## src/rtl/knn_fetch_ctrl.sv

```systemverilog
// KNN fetch controller: streams input/training element pairs to a distance datapath and writes back results.
// Optional read watchdog enabled by defining KNN_FETCH_TIMEOUT_EN.
module knn_fetch_ctrl #(
  parameter int W           = 32,
  parameter int TYPE_W      = 4,
  parameter int ELEMS       = 16,
  parameter int L           = 8,
  parameter int NUM_INF     = 4,
  parameter int ADDR_W      = 16,
  parameter int BASE_T_ADDR = 0,
  parameter int BASE_I_ADDR = 1024,
  parameter int TIMEOUT     = 255
) (
  input  logic              clk,
  input  logic              rst_n,
  input  logic              start,
  output logic              busy,
  output logic              done,
  output logic              err,
  output logic              read,
  output logic [ADDR_W-1:0] readaddress,
  input  logic [W-1:0]      readdata,
  input  logic              readdatavalid,
  output logic              write,
  output logic [ADDR_W-1:0] writeaddress,
  output logic [W-1:0]      writedata,
  input  logic              waitrequest,
  output logic              pair_valid,
  input  logic              pair_ready,
  output logic [W-1:0]      pair_in,
  output logic [W-1:0]      pair_tr,
  output logic              pair_last,
  output logic [TYPE_W-1:0] sample_type,
  input  logic [TYPE_W-1:0] inferred_type,
  input  logic              inference_done
);

  localparam int EW  = (ELEMS   > 1) ? $clog2(ELEMS)     : 1;
  localparam int TW  = (L       > 1) ? $clog2(L)         : 1;
  localparam int NW  = (NUM_INF > 1) ? $clog2(NUM_INF)   : 1;
  localparam int TMW = (TIMEOUT > 1) ? $clog2(TIMEOUT+1) : 1;
  localparam logic [EW-1:0]     E_LAST = EW'(ELEMS-1);
  localparam logic [TW-1:0]     T_LAST = TW'(L-1);
  localparam logic [NW-1:0]     N_LAST = NW'(NUM_INF-1);
  localparam logic [ADDR_W-1:0] STRIDE = ADDR_W'(ELEMS+1);
  localparam logic [TMW-1:0]    TMO_LAST = TMW'(TIMEOUT-1);
`ifdef KNN_FETCH_TIMEOUT_EN
  localparam logic TMO_EN = 1'b1;
`else
  localparam logic TMO_EN = 1'b0;
`endif

  typedef enum logic [2:0] {
    IDLE, LD_IN, TR_TYPE, TR_ELEM, PAIR, WAIT_INF, WR_RES
  } state_t;

  state_t              r_state, w_next;
  logic                r_pend, r_read, r_done, r_err;
  logic [ADDR_W-1:0]   r_raddr, r_ibase, r_tbase, r_waddr, w_addr;
  logic [W-1:0]        r_buf [ELEMS];
  logic [W-1:0]        r_pin, r_ptr, r_wdata;
  logic                r_pvalid, r_plast, r_write;
  logic [TYPE_W-1:0]   r_stype;
  logic [EW-1:0]       r_e;
  logic [TW-1:0]       r_t;
  logic [NW-1:0]       r_n;
  logic [TMW-1:0]      r_tmo;
  logic                w_rdv, w_rd_state, w_tmo;

  // Completions only count while a read is pending; stray strobes are dropped.
  assign w_rdv      = readdatavalid & r_pend;
  assign w_rd_state = (r_state == LD_IN) || (r_state == TR_TYPE) || (r_state == TR_ELEM);
  assign w_tmo      = TMO_EN && r_pend && !readdatavalid && (r_tmo == TMO_LAST);

  always_comb begin
    w_addr = '0;
    unique case (r_state)
      LD_IN:   w_addr = r_ibase + ADDR_W'(1) + ADDR_W'(r_e);
      TR_TYPE: w_addr = r_tbase;
      TR_ELEM: w_addr = r_tbase + ADDR_W'(1) + ADDR_W'(r_e);
      default: w_addr = '0;
    endcase
  end

  always_comb begin
    w_next = r_state;
    unique case (r_state)
      IDLE:     if (start) w_next = LD_IN;
      LD_IN:    if (w_rdv && (r_e == E_LAST)) w_next = TR_TYPE;
      TR_TYPE:  if (w_rdv) w_next = TR_ELEM;
      TR_ELEM:  if (w_rdv) w_next = PAIR;
      PAIR:     if (pair_ready)
                  w_next = (r_e != E_LAST) ? TR_ELEM :
                           (r_t == T_LAST) ? WAIT_INF : TR_TYPE;
      WAIT_INF: if (inference_done) w_next = WR_RES;
      WR_RES:   if (!waitrequest) w_next = (r_n == N_LAST) ? IDLE : LD_IN;
      default:  w_next = IDLE;
    endcase
    if (w_tmo) w_next = IDLE;
  end

  always_ff @(posedge clk or negedge rst_n) begin
    if (!rst_n) begin
      r_state  <= IDLE;
      r_pend   <= 1'b0;
      r_read   <= 1'b0;
      r_done   <= 1'b0;
      r_err    <= 1'b0;
      r_raddr  <= '0;
      r_ibase  <= '0;
      r_tbase  <= '0;
      r_waddr  <= '0;
      r_wdata  <= '0;
      r_write  <= 1'b0;
      r_pin    <= '0;
      r_ptr    <= '0;
      r_pvalid <= 1'b0;
      r_plast  <= 1'b0;
      r_stype  <= '0;
      r_e      <= '0;
      r_t      <= '0;
      r_n      <= '0;
      r_tmo    <= '0;
      for (int unsigned i = 0; i < ELEMS; i++) r_buf[i] <= '0;
    end else begin
      r_state <= w_next;
      r_read  <= 1'b0;
      r_done  <= 1'b0;
      if (r_pend && !readdatavalid) r_tmo <= r_tmo + TMW'(1);
      else                          r_tmo <= '0;

      if (w_tmo) begin
        r_pend <= 1'b0;
        r_err  <= 1'b1;
      end else if (w_rdv) begin
        r_pend <= 1'b0;
      end else if (w_rd_state && !r_pend) begin
        r_read  <= 1'b1;
        r_pend  <= 1'b1;
        r_raddr <= w_addr;
      end

      unique case (r_state)
        IDLE: if (start) begin
          r_err   <= 1'b0;
          r_n     <= '0;
          r_e     <= '0;
          r_ibase <= ADDR_W'(BASE_I_ADDR);
        end
        LD_IN: if (w_rdv) begin
          r_buf[r_e] <= readdata;
          if (r_e == E_LAST) begin
            r_e     <= '0;
            r_t     <= '0;
            r_tbase <= ADDR_W'(BASE_T_ADDR);
          end else begin
            r_e <= r_e + EW'(1);
          end
        end
        TR_TYPE: if (w_rdv) begin
          r_stype <= readdata[TYPE_W-1:0];
          r_e     <= '0;
        end
        TR_ELEM: if (w_rdv) begin
          r_ptr    <= readdata;
          r_pin    <= r_buf[r_e];
          r_plast  <= (r_e == E_LAST);
          r_pvalid <= 1'b1;
        end
        PAIR: if (pair_ready) begin
          r_pvalid <= 1'b0;
          if (r_e == E_LAST) begin
            r_e     <= '0;
            r_t     <= r_t + TW'(1);
            r_tbase <= r_tbase + STRIDE;
          end else begin
            r_e <= r_e + EW'(1);
          end
        end
        WAIT_INF: if (inference_done) begin
          r_waddr <= r_ibase;
          r_wdata <= W'(inferred_type);
          r_write <= 1'b1;
        end
        WR_RES: if (!waitrequest) begin
          r_write <= 1'b0;
          r_e     <= '0;
          r_n     <= r_n + NW'(1);
          r_ibase <= r_ibase + STRIDE;
          if (r_n == N_LAST) r_done <= 1'b1;
        end
        default: ;
      endcase
    end
  end

  assign busy         = (r_state != IDLE);
  assign done         = r_done;
  assign err          = r_err;
  assign read         = r_read;
  assign readaddress  = r_raddr;
  assign write        = r_write;
  assign writeaddress = r_waddr;
  assign writedata    = r_wdata;
  assign pair_valid   = r_pvalid;
  assign pair_in      = r_pin;
  assign pair_tr      = r_ptr;
  assign pair_last    = r_plast;
  assign sample_type  = r_stype;

endmodule

```

## config.mk

```make
export PLATFORM = sky130hd
export DESIGN_NAME = knn_fetch_ctrl
export DESIGN_NICKNAME = d
export VERILOG_FILES = /design/src/rtl/knn_fetch_ctrl.sv
export SDC_FILE = /design/constraint.sdc
export NUM_CORES = 1
export LEC_CHECK = 0
export ABC_AREA = 1
export BUFFER_PORTS_ARGS = -buffer_cell sky130_fd_sc_hd__buf_2
export CAP_MARGIN = 20
export CORE_MARGIN = 4
export CORE_UTILIZATION = 35
export DETAILED_ROUTE_END_ITERATION = 8
export MAX_ROUTING_LAYER = met4
export PLACE_DENSITY_LB_ADDON = 0.25
export RECOVER_POWER = 25
export SKIP_LAST_GASP = 1
export SLEW_MARGIN = 30
export SYNTH_ARGS = -nofsm -noshare
export SYNTH_HDL_FRONTEND = slang
export SYNTH_SLANG_ARGS = --single-unit
```

## constraint.sdc

```tcl
create_clock -name clk -period 3.45 [get_ports clk]
set_input_delay 0.345 -clock clk [delete_from_list [all_inputs] [get_ports clk]]
set_output_delay 0.345 -clock clk [all_outputs]
set_load 0.02 [all_outputs]
```

; Word level (Yosys, flattened, before mapping)
; Cells that the tools add are included.
[word_totals]
word_cells = 147
ff_bits = 666
inputBits = 43
[op_classes]
order_cmp = 2
eq_ne = 20
bitwise_logic = 3
n_addsub = 9
n_mux = 54
reduce_logical = 25
[op_table]
columns = operator, count
row1 = $bwmux 512, 1
row2 = $bmux 32 s4, 1
row3 = $demux 32 s4, 1
row4 = $mux 16, 6
row5 = $mux 32, 3
row6 = $pmux 16 s2, 2
row7 = $pmux 16 s3, 1
row8 = $mux 3, 13
row9 = $add 16x1->16 const B, 2
row10 = $add 16x4->16, 2
row11 = $add 16x5->16 const B, 2
row12 = $mux 4, 6
row13 = $pmux 3 s7, 1
row14 = $pmux 4 s5, 1
row15 = $ne 2x2->1 const B, 8
row16 = $eq 3x3->1 const B, 4
row17 = $mux 1, 12
row18 = $reduce_and 2->1, 5
row19 = $reduce_bool 2->1, 5
row20 = $reduce_and 3->1, 3
row21 = $reduce_and 7->1, 1
row22 = $eq 3x2->1 const B, 2
row23 = $pmux 3 s2, 1
row24 = $reduce_and 6->1, 1
row25 = 23 further kinds, 29

; Longest topological paths before layout
[depth]
word_depth = 6
mapped_depth = 15
depth_no_buf = 13

; Worst setup path after synthesis
; No wires, ideal clock.
[synth_timing]
kind = register -> register
startpoint = register r_e[0]
endpoint = register r_raddr[10] (netlist: readaddress[10])
arrival_time_ns = 2.301
setup_slack_ns = 1.036
stages_incl_launch_ff = 15
cell_sequence = dfrtp_1 > inv_2 > buf_2 > clkbuf_1 > ha_1 > inv_1 > fa_1 > nand3_1 > nand2_1 > nand2_1 > o21ai_0 > o211ai_1 > nand3_1 > nand2_1 > inv_1
[synth_between]
elab_chain_cells = 2
[synth_lines]
columns = item, line
row1 = start: declaration, 64  ; logic [EW-1:0] r_e;
row2 = start signal: assignment, 157  ; r_e <= r_e + EW'(1);
row3 = start signal: assignment, 177  ; r_e <= r_e + EW'(1);
row4 = $add 16x4->16 (on tied branches), "80, 78"
row5 = $pmux 16 s3 *, 77  ; unique case (r_state)
row6 = end signal: assignment, 140  ; r_raddr <= w_addr;
row7 = end: declaration, 59  ; logic [ADDR_W-1:0] r_raddr, r_ibase, r_tbase, r_waddr, w_addr;
; Every way passes the cells marked *; elsewhere a longest branch is shown, timed or not.
; A chain may end at the register's enable or synchronous reset.

==> results.md <==
* Status: complete, but fails checks
* Failing checks: capacitance limit, slew limit
* RSZ-0062 raised after global routing: false
* CP Capture Type: asynchronous set/reset pin
* Root Driver: clkbuf_16
* Core ar. at 85,700 um2
* Placed cell count at 4,768
* Routability cong. at 0.906
* Min Hold Slack at 110 ps
* CTS tree: built
* Setup CP Type: in2async
* Die width at 303 um
* Startpoint class of the critical path: primary input
* Layout cells sized above 1 at 10.3%
* Initial antenna violation count at 0
* DIE HEIGHT at 303 um
* # DRC at 0
* I/O pin count at 182
* Vias in the first global route at 24,400
* Routed len/inst at 19.2 um
* Top_reg_cell synth: dfrtp_1
* Clk_lat worst skew at 620 ps
* Largest family of logic cells by synthesized area: simple AND/OR/NAND/NOR gates
* Sequential share of the synthesized area at 54.8%
* Post-detail-place hpwl at 57,200 um
* Slew Limit Fails at 62
* Vias per inst at 5.20
* CTS buffer count at 74
* Post-Layout Cell Count at 4,903
* IO buf count at 152
* Worst-Margin Slew at 2030 ps
* Post-synthesis adder-cell area fraction at 0.831%
* Post-route cell area at 34,700 um2
* Initial Util at 35.5%
* Synth area leader: dfrtp_1
* VDD IR max at 0.514 mV
* Hold WC Path Type: in2reg
* All-Layer GR Usage at 21.2%
* Crit Path Max Fanout at 67
* Largest net degree at the start of global routing at 166
* Worst reg2reg path startpoint: r_e[0]$_DFFE_PN0P_
* Most common cell after layout, fill and taps aside: nand2_1
* Post-Syn Area at 30,400 um2
* LEAKAGE at 0.0162 uW
* Synthesized instance count at 3,658
* Setup TNS at 0 ps
* Worst Clk Skew at 20.5 ps
* Worst Setup SP: rst_n
* First-pass GRT wire length at 147,000 um
* Clk pin slew, worst setup/hold paths at 60 ps
* Share of the synthesized area in the top cell type at 54.8%
* DRT Pass-1 Iters at 5
* Synth Area per Inst at 8.32 um2
* Synth cell types at 46
* Final critical-path share of the clock period at 73.4%
* Post-CTS Setup Inserts at 0
* 1st-iter DRT viols at 2,101
* Antenna-violating nets left at 0
* Area after DPL at 32,200 um2
* Final hold viol count at 0
* Pwr Total at 26,500 uW
* Simple-gate portion of the synthesized area at 19.7%
* Sink Count at 666
* Most frequent cells in the layout: 912 x nand2_1, 664 x dfrtp_1, 557 x o21ai_0
* Post-Route WL at 94,000 um
* Slowest CP cell: clkbuf_2
* Diode count at 0
* Synth area leaders: dfrtp_1 55%, nand2_1 11%, o21ai_0 9.2%, o21ai_1 5.4%, nor2_1 4.3%
* Nets at 3,768
* Slew headroom at -35.4%
* Via count at 25,500
* CP max stage delay at 1450 ps
* Row count at 107
* Final min period at 2530 ps
* Number of flops mapped to enable cells by yosys at 0
* Critical path arrival at 3150 ps
* Max Cap Violations at 1
* Multiplexer share of the synthesized area at 0.185%
* Hold_sp: waitrequest
* Area growth from synthesis to layout at 14.0%
* Die area at 91,700 um2
* H-tree depth at 3
* Final setup vio count at 0
* Worst EP required at 4060 ps
* Synth async-reset ratio at 100%
* Fmax at 0.395 GHz
* Worst path cell trace: dlygate4sd3_1 -> clkbuf_2 -> clkbuf_1
* Complex-gate fraction of the synthesized area at 18.3%
* Overflow after GRT at 0
* Warnings, synthesis at 0
* Post-synthesis xor/xnor area fraction at 0.0576%
* Yosys reg bits at 666
* Pwr dens at 763 nW/um2
* Bufs on Longest Clock Path at 3
where the power goes:
group          internal [uW]  switching, uW
clock                   4670           3300
combinational           2660           5540
sequential              9320            988
final timing paths:
path	end	slack, ps	cells after the start
setup / recovery	r_n[0]$_DFFE_PN0P_	920	3
hold / removal	r_ibase[0]$_DFFE_PN0P_	110	4
setup reg to reg	r_tbase[14]$_DFFE_PN0P_	930	10
hold reg to reg	write$_DFFE_PN0P_	480	2
max in group clk	r_tbase[14]$_DFFE_PN0P_	930	10
min in group asynchronous	writedata[1]$_DFFE_PN0P_	860	2
cell type report:
class                   count  area (um2)
repair buffers            229        1590
multi-input cells        2587       12000
clock buffers             109        2170
clock inverters            20         254
inverters                 148         567
flip-flops and latches    666       16700
well taps                1144        1430
fillers                  8914       51000
through the flow:
stage,setup slack [ps],util [%]
2_1_floorplan,1040,-
3_3_place_gp,965,37.6
3_5_place_dp,943,37.6
4_1_cts,939,40.5
5_1_grt,387,40.5
6_report,917,40.5
routing by layer:
metal	vias up	GRT usage (%)	share of wire [%]
li1	12200	-	-
met1	12400	28.7	45
met2	706	33.4	46
met3	153	3.03	5.7
met4	0	5.97	2.6
met5	-	-	0
what timing repair did:
item | in CTS | in global routing
endpoints found under the hold margin | 63 | 0
hold buffers | 6 | 0
gates resized for setup | 0 | 0
setup endpoints to repair | 0 | 0
cells in the mapped netlist (3+ instances only):
master	n
a21oi_1	64
a31oi_1	10
a41oi_1	6
buf_1	7
buf_2	90
buf_4	30
clkbuf_1	156
dfrtp_1	666
ha_1	17
inv_1	136
inv_2	11
mux2_2	5
nand2_1	913
nand2_2	3
nand3_1	103
nand3_2	6
nand3_4	9
nand4_1	34
nor2_1	349
nor2_2	5
nor2_4	3
nor3_1	18
o21ai_0	557
o21ai_1	331
o22ai_1	95
or2_2	8
kinds of logic (layout without fill, tap and decap cells):
group | after synthesis | in the layout
compound gates | 1074 | 1074
xor+xnor | 2 | 2
fa+ha+maj | 19 | 19
buf+inv | 433 | 506
flops | 666 | 666
mux | 5 | 5
other cells | 1 | 29
simple gates | 1458 | 1458
worst max-delay path: cells and delay by family:
| kind | cells | cell delay (ps) |
|---|---|---|
| buffers and inverters | 3 | 2750 |
registers in the layout (all words and copies together) (netlist names), 4 cells and up:
name / flops
pair_tr: 32
readaddress: 16
pair_in: 32
sample_type: 4
r_ibase: 16
writeaddress: 16
writedata: 4
r_tbase: 16
r_buf: 512
r_e: 4
Note: power is estimated with default switching activity, not from simulation.
